`config.mk`:
```
export PLATFORM = sky130hd
export DESIGN_NAME = char_layer_scheduler
export DESIGN_NICKNAME = d
export VERILOG_FILES = /design/src/rtl/char_sched_pkg.sv /design/src/rtl/char_overlap_unit.sv /design/src/rtl/char_layer_scheduler.sv
export SDC_FILE = /design/constraint.sdc
export NUM_CORES = 1
export LEC_CHECK = 0
export ABC_AREA = 1
export BUFFER_PORTS_ARGS = -buffer_cell sky130_fd_sc_hd__buf_2
export CORE_ASPECT_RATIO = 1.5
export CORE_MARGIN = 4
export CORE_UTILIZATION = 68
export CTS_CLUSTER_DIAMETER = 200
export CTS_CLUSTER_SIZE = 12
export DETAILED_ROUTE_END_ITERATION = 12
export PLACE_DENSITY = 0.95
export SYNTH_ARGS = -nofsm -noshare
export SYNTH_HDL_FRONTEND = slang
export SYNTH_HIERARCHICAL = 1
export SYNTH_SLANG_ARGS = --single-unit
```
`constraint.sdc`:
```
create_clock -name i_clk -period 18.4 [get_ports i_clk]
set_input_delay 3.68 -clock i_clk [delete_from_list [all_inputs] [get_ports i_clk]]
set_output_delay 3.68 -clock i_clk [all_outputs]
set_load 0.01 [all_outputs]
```
`src/rtl/char_sched_pkg.sv`:
```
// Shared types and sizing for the character-layer sprite scheduler.
package char_sched_pkg;

  localparam int unsigned N_CHAR    = 5;
  localparam int unsigned CHAR_SIZE = 16;
  localparam int unsigned COORD_W   = 10;
  localparam int unsigned OFFS_W    = $clog2(CHAR_SIZE);
  localparam int unsigned OFF_W     = 2 * OFFS_W;

  typedef logic [2:0] char_id_t;

  typedef struct packed {
    logic               en;
    logic [COORD_W-1:0] x;
    logic [COORD_W-1:0] y;
  } char_pos_t;

  typedef enum logic [0:0] {
    S_LOAD = 1'b0,
    S_SCAN = 1'b1
  } sched_state_e;

endpackage

```
`src/rtl/char_overlap_unit.sv`:
```
// Combinational test of one pixel against one character's bounding square.
module char_overlap_unit
  import char_sched_pkg::*;
(
  input  char_pos_t          pos,
  input  logic [COORD_W-1:0] x_cord,
  input  logic [COORD_W-1:0] y_cord,
  output logic               hit,
  output logic [OFFS_W-1:0]  x_off,
  output logic [OFFS_W-1:0]  y_off
);

  localparam logic [COORD_W:0] SizeExt = (COORD_W+1)'(CHAR_SIZE);

  logic [COORD_W:0] x_end;
  logic [COORD_W:0] y_end;
  logic             in_x;
  logic             in_y;

  // One extra bit so a character near the coordinate max never wraps to 0.
  assign x_end = {1'b0, pos.x} + SizeExt;
  assign y_end = {1'b0, pos.y} + SizeExt;

  assign in_x = (x_cord >= pos.x) && ({1'b0, x_cord} < x_end);
  assign in_y = (y_cord >= pos.y) && ({1'b0, y_cord} < y_end);
  assign hit  = pos.en & in_x & in_y;

  // Low bits of the difference depend only on the low bits of the operands.
  assign x_off = x_cord[OFFS_W-1:0] - pos.x[OFFS_W-1:0];
  assign y_off = y_cord[OFFS_W-1:0] - pos.y[OFFS_W-1:0];

endmodule

```
`src/rtl/char_layer_scheduler.sv`:
```
// Per-pixel character-layer scheduler: shadow/active position sets, LOAD/SCAN control and a
// two-stage hit / priority pipeline feeding the sprite ROM.
module char_layer_scheduler
  import char_sched_pkg::*;
(
  input  logic               i_clk,
  input  logic               i_rst,
  input  logic               i_frame_start,
  input  logic               i_frame_end,
  input  logic               i_pos_valid,
  output logic               o_pos_ready,
  input  logic [2:0]         i_pos_id,
  input  logic               i_pos_en,
  input  logic [COORD_W-1:0] i_pos_x,
  input  logic [COORD_W-1:0] i_pos_y,
  input  logic               i_pix_valid,
  input  logic [COORD_W-1:0] i_x_cord,
  input  logic [COORD_W-1:0] i_y_cord,
  output logic               o_pix_valid,
  output logic               o_hit,
  output logic [2:0]         o_char_id,
  output logic [OFF_W-1:0]   o_char_offset
);

  sched_state_e state_q, state_d;

  char_pos_t shadow_q [N_CHAR];
  char_pos_t shadow_d [N_CHAR];
  char_pos_t active_q [N_CHAR];

  logic                pos_wr;
  logic                pix_live;
  logic [N_CHAR-1:0]   hit_c;
  logic [OFFS_W-1:0]   x_off_c [N_CHAR];
  logic [OFFS_W-1:0]   y_off_c [N_CHAR];

  logic                s1_valid_q;
  logic [N_CHAR-1:0]   s1_hit_q;
  logic [OFF_W-1:0]    s1_off_q [N_CHAR];

  logic                win_hit;
  char_id_t            win_id;
  logic [OFF_W-1:0]    win_off;

  assign o_pos_ready = (state_q == S_LOAD);
  assign pos_wr      = i_pos_valid & o_pos_ready;
  assign pix_live    = i_pix_valid & (state_q == S_SCAN);

  always_comb begin
    state_d = state_q;
    if (i_frame_start) begin
      state_d = S_SCAN;
    end else if (i_frame_end) begin
      state_d = S_LOAD;
    end
  end

  // Out-of-range ids match no slot, so such writes are accepted and dropped.
  always_comb begin
    for (int i = 0; i < N_CHAR; i++) begin
      shadow_d[i] = shadow_q[i];
      if (pos_wr && (i_pos_id == char_id_t'(i))) begin
        shadow_d[i] = '{en: i_pos_en, x: i_pos_x, y: i_pos_y};
      end
    end
  end

  for (genvar g = 0; g < N_CHAR; g++) begin : g_char
    char_overlap_unit u_overlap (
      .pos    (active_q[g]),
      .x_cord (i_x_cord),
      .y_cord (i_y_cord),
      .hit    (hit_c[g]),
      .x_off  (x_off_c[g]),
      .y_off  (y_off_c[g])
    );
  end

  // Commit takes shadow_d so a write landing with frame_start is included.
  always_ff @(posedge i_clk or posedge i_rst) begin
    if (i_rst) begin
      state_q <= S_LOAD;
      for (int i = 0; i < N_CHAR; i++) begin
        shadow_q[i] <= '0;
        active_q[i] <= '0;
      end
    end else begin
      state_q  <= state_d;
      shadow_q <= shadow_d;
      if (i_frame_start) begin
        active_q <= shadow_d;
      end
    end
  end

  always_ff @(posedge i_clk or posedge i_rst) begin
    if (i_rst) begin
      s1_valid_q <= 1'b0;
      s1_hit_q   <= '0;
      for (int i = 0; i < N_CHAR; i++) begin
        s1_off_q[i] <= '0;
      end
    end else begin
      s1_valid_q <= i_pix_valid;
      for (int i = 0; i < N_CHAR; i++) begin
        s1_hit_q[i] <= hit_c[i] & pix_live;
        s1_off_q[i] <= (hit_c[i] & pix_live) ? {x_off_c[i], y_off_c[i]} : '0;
      end
    end
  end

  // Scan from the highest id down so the lowest id hit is the final assignment.
  always_comb begin
    win_hit = 1'b0;
    win_id  = '0;
    win_off = '0;
    for (int i = N_CHAR - 1; i >= 0; i--) begin
      if (s1_hit_q[i]) begin
        win_hit = 1'b1;
        win_id  = char_id_t'(i);
        win_off = s1_off_q[i];
      end
    end
  end

  always_ff @(posedge i_clk or posedge i_rst) begin
    if (i_rst) begin
      o_pix_valid   <= 1'b0;
      o_hit         <= 1'b0;
      o_char_id     <= '0;
      o_char_offset <= '0;
    end else begin
      o_pix_valid   <= s1_valid_q;
      o_hit         <= win_hit;
      o_char_id     <= win_id;
      o_char_offset <= win_off;
    end
  end

endmodule

```
==> flow_summary_export.csv <==
group,metric,value,unit
status,outcome,"completed",
global_route,first_global_vias,15461,
clock_network,numCtsBuffers,26,
clock_network,insertion_delay,0.54,ns
power_and_ir_drop,p_comb_share,30.1,%
yosys,syn_nets,2437,
power_and_ir_drop,internal_power,1.13,mW
route,dr.first_iter.drc_count,2038,
timing,rsz0062_at_grt,"false",
timing,fin_crit_sh,32.5,%
timing,holdWs,0.365,ns
timing,setup_viol,0,
cells_and_area,nNetsFinal,2470,
yosys,netlist_area,17000,um^2
global_route,track_usage,34.9,%
route,route.met3.wl,4620,um
critical_path,r2r-end,"active_q[83]$_DFFE_PP0P_",
critical_path,cp_slowest_stage_delay,0.91,ns
critical_path,end_kind,"flop",
yosys,muxShareOfSynthArea,0,%
critical_path,worstPathMaxFanout,44,
global_route,antenna_found_initial,1,
placement,globalplace.congestion,0.954,
floorplan,floorplan.die.height,202,um
critical_path,rr_worst_depth,6,
route,ant_nets,0,
yosys,synth_compound_area_share,3.02,%
critical_path,crit_required,18.86,ns
yosys,synth_seq_cells,270,
clock_network,cts_tree,"built",
timing,skew,0.00994,ns
floorplan,die_area,27600,um^2
yosys,synth_cell_types,32,
cells_and_area,drive_above_1_share,5.94,%
yosys,synth-xor-area-share,3.09,%
yosys,synth_seq_area_share,39.8,%
route,highest_layer,"met5",
route,wirelength_met1,16800,um
floorplan,ios,64,
yosys,async_flop_share,100,%
power_and_ir_drop,switching_share,35.2,%
yosys,synth_top_family_by_area,"simple AND/OR/NAND/NOR gates",
route,viasPerCell,6.00,
power_and_ir_drop,ir_drop,0.0722,mV
route,drc,0,
cells_and_area,num_antenna_cells,0,
timing,clock.fmax,0.167,GHz
clock_network,postCtsHoldBufs,0,
critical_path,r2r_slack,15.47,ns
yosys,synth-edff-count,0,
power_and_ir_drop,switchingPower,0.615,mW
critical_path,slowest_stage,"nand3_1",
clock_network,htreeDepth,1,
timing,period_minus_slack,5.98,ns
floorplan,row_count,70,
clock_network,cts_sinks,270,
yosys,synth_top_area_share,39.8,%
yosys,yosys.area.top_type,"dfrtp_1",
yosys,synth-adder-area-share,13.7,%
power_and_ir_drop,power.leakage,10.4,nW
yosys,ys_top_cells_by_count,"592 x nand2_1, 384 x inv_1, 270 x dfrtp_1",
yosys,avgSynthCellArea,7.70,um^2
critical_path,startpoint_type,"input port",
clock_network,cts_buffer_depth,3,
power_and_ir_drop,seq_power_share,42.9,%
cells_and_area,area_delta_synth_final,7.07,%
critical_path,reg2reg_from,"state_q$_DFFE_PP0P_",
yosys,synth_most_common_cell,"nand2_1",
placement,dp_hpwl,32000,um
critical_path,crit_type,"in -> reg",
timing,tightest_slew,1.06,ns
job,maxCapViolCount,0,
global_route,grt_remaining_overflow,0,
floorplan,start_util,69.3,%
hold_path,hold_path_class,"reg -> reg",
route,wl_per_cell,18.5,um
timing,drv_slew,0,
floorplan,core_area,24500,um^2
hold_path,min-delay-start,"s1_valid_q$_DFF_PP0_",
route,vias,15391,
yosys,synth_top_flop_cell,"dfrtp_1",
route,wl_met2,22200,um
placement,io_buffer_count,63,
yosys,synth_area_leaders,"dfrtp_1 40%, nand2_1 13%, ha_1 13%, inv_1 8.5%, nand3_1 7.0%",
global_route,grt_max_degree,131,
critical_path,cp.arrival,6.44,ns
critical_path,crit_chain,"buf_2 -> nor2_4 -> nand3_1 -> nand2_1 -> nand3_1 -> nand2_1",
timing,finalHoldViolations,0,
power_and_ir_drop,p_per_area,96.1,nW/um^2
global_route,grt_pass1_wl,76800,um
clock_network,cts_setup_buffers,0,
critical_path,setup.worst_path.end,"active_q[87]$_DFFE_PP0P_",
yosys,synthSimpleGateAreaFrac,30.1,%
clock_network,cts.clk_slew.worst_paths,0.06,ns
yosys,yosysWarningCount,6,
timing,slew-limit-headroom,29.0,%
power_and_ir_drop,clkPwrFrac,27.0,%
route,wirelength,47500,um
route,drt-pass1-iter-count,8,
yosys,postSynthCellCount,2207,
critical_path,startpoint,"i_pos_id[2]",
floorplan,chipWidth,137,um
clock_network,ctsResizeCount,0,
timing,finalSetupTns,0,ns
clock_network,clockRootBuffer,"clkbuf_16",
## registers in the layout (all words and copies together), names as in the netlist
name	count
o_hit	1
shadow_q	105
s1_off_q	40
active_q	105
s1_valid_q	1
o_pix_valid	1
s1_hit_q	5
o_char_id	3
state_q	1
o_char_offset	8
## final cells by class
cell class	count	area (um^2)
clock buffer	27	676
clock inverter	1	8.76
fill	1588	6330
inverter	391	1480
multi-input combinational	1479	8490
sequential	270	6760
tap	324	405
timing repair buffer	72	385
## worst min path at each step
stage,slack (ns),to,cells after the start
2_1_floorplan,0.33,o_pix_valid$_DFF_PP0_,0
6_report,0.37,o_pix_valid$_DFF_PP0_,0
4_1_cts,0.37,o_pix_valid$_DFF_PP0_,0
3_5_place_dp,0.36,o_pix_valid$_DFF_PP0_,0
5_1_grt,0.39,o_pix_valid$_DFF_PP0_,0
3_3_place_gp,0.33,o_pix_valid$_DFF_PP0_,0
## critical path, delay by kind of cell
| family | cells | cell delay (ns) |
|---|---|---|
| simple gates | 5 | 2.42 |
| buf+inv | 1 | 0.29 |
## per-stage QoR
step | power [mW] | worst slack (ns) | cells | area (um^2) | util, %
after detailed placement | 1.25 | 12.08 | 2536 | 17500 | 71.4
final | 1.75 | 12.42 | 2564 | 18200 | 74.2
after global routing | 1.84 | 12.36 | 2564 | 18200 | 74.2
after global placement | 1.21 | 12.21 | 2536 | 17500 | 71.4
after CTS | 1.73 | 12.56 | 2564 | 18200 | 74.2
after floorplan | 1.11 | 7.28 | 2207 | 17000 | -
## per-layer routing
metal / GRT usage (%) / up-vias
li1: - / 6887
met1: 42.9 / 7213
met2: 55.4 / 1012
met3: 7.25 / 277
met4: 22.3 / 2
met5: 0 / -
## logic make-up after synthesis
| family | Yosys count |
|---|---|
| fa+ha+maj | 180 |
| flops | 270 |
| simple gates | 1147 |
| compound gates | 92 |
| xor+xnor | 60 |
| buf+inv | 458 |
## power by group through the flow
stage / registers, mW / clock network (mW) / logic (mW)
after floorplan: 0.726 / 0 / 0.383
after global placement: 0.746 / 0 / 0.463
after detailed placement: 0.752 / 0 / 0.497
after CTS: 0.745 / 0.471 / 0.515
after global routing: 0.755 / 0.495 / 0.594
final: 0.750 / 0.473 / 0.526
## cell usage in the layout (no fill, tap or decap), drive strengths merged, types with 45 or more instances in the layout
cell type  count
nand2        595
inv          389
dfrtp        270
nand3        245
ha           170
nor2         137
and2         106
buf           72
a21oi         62
xor2          45
No activity file was read; power rests on OpenSTA's default activity.
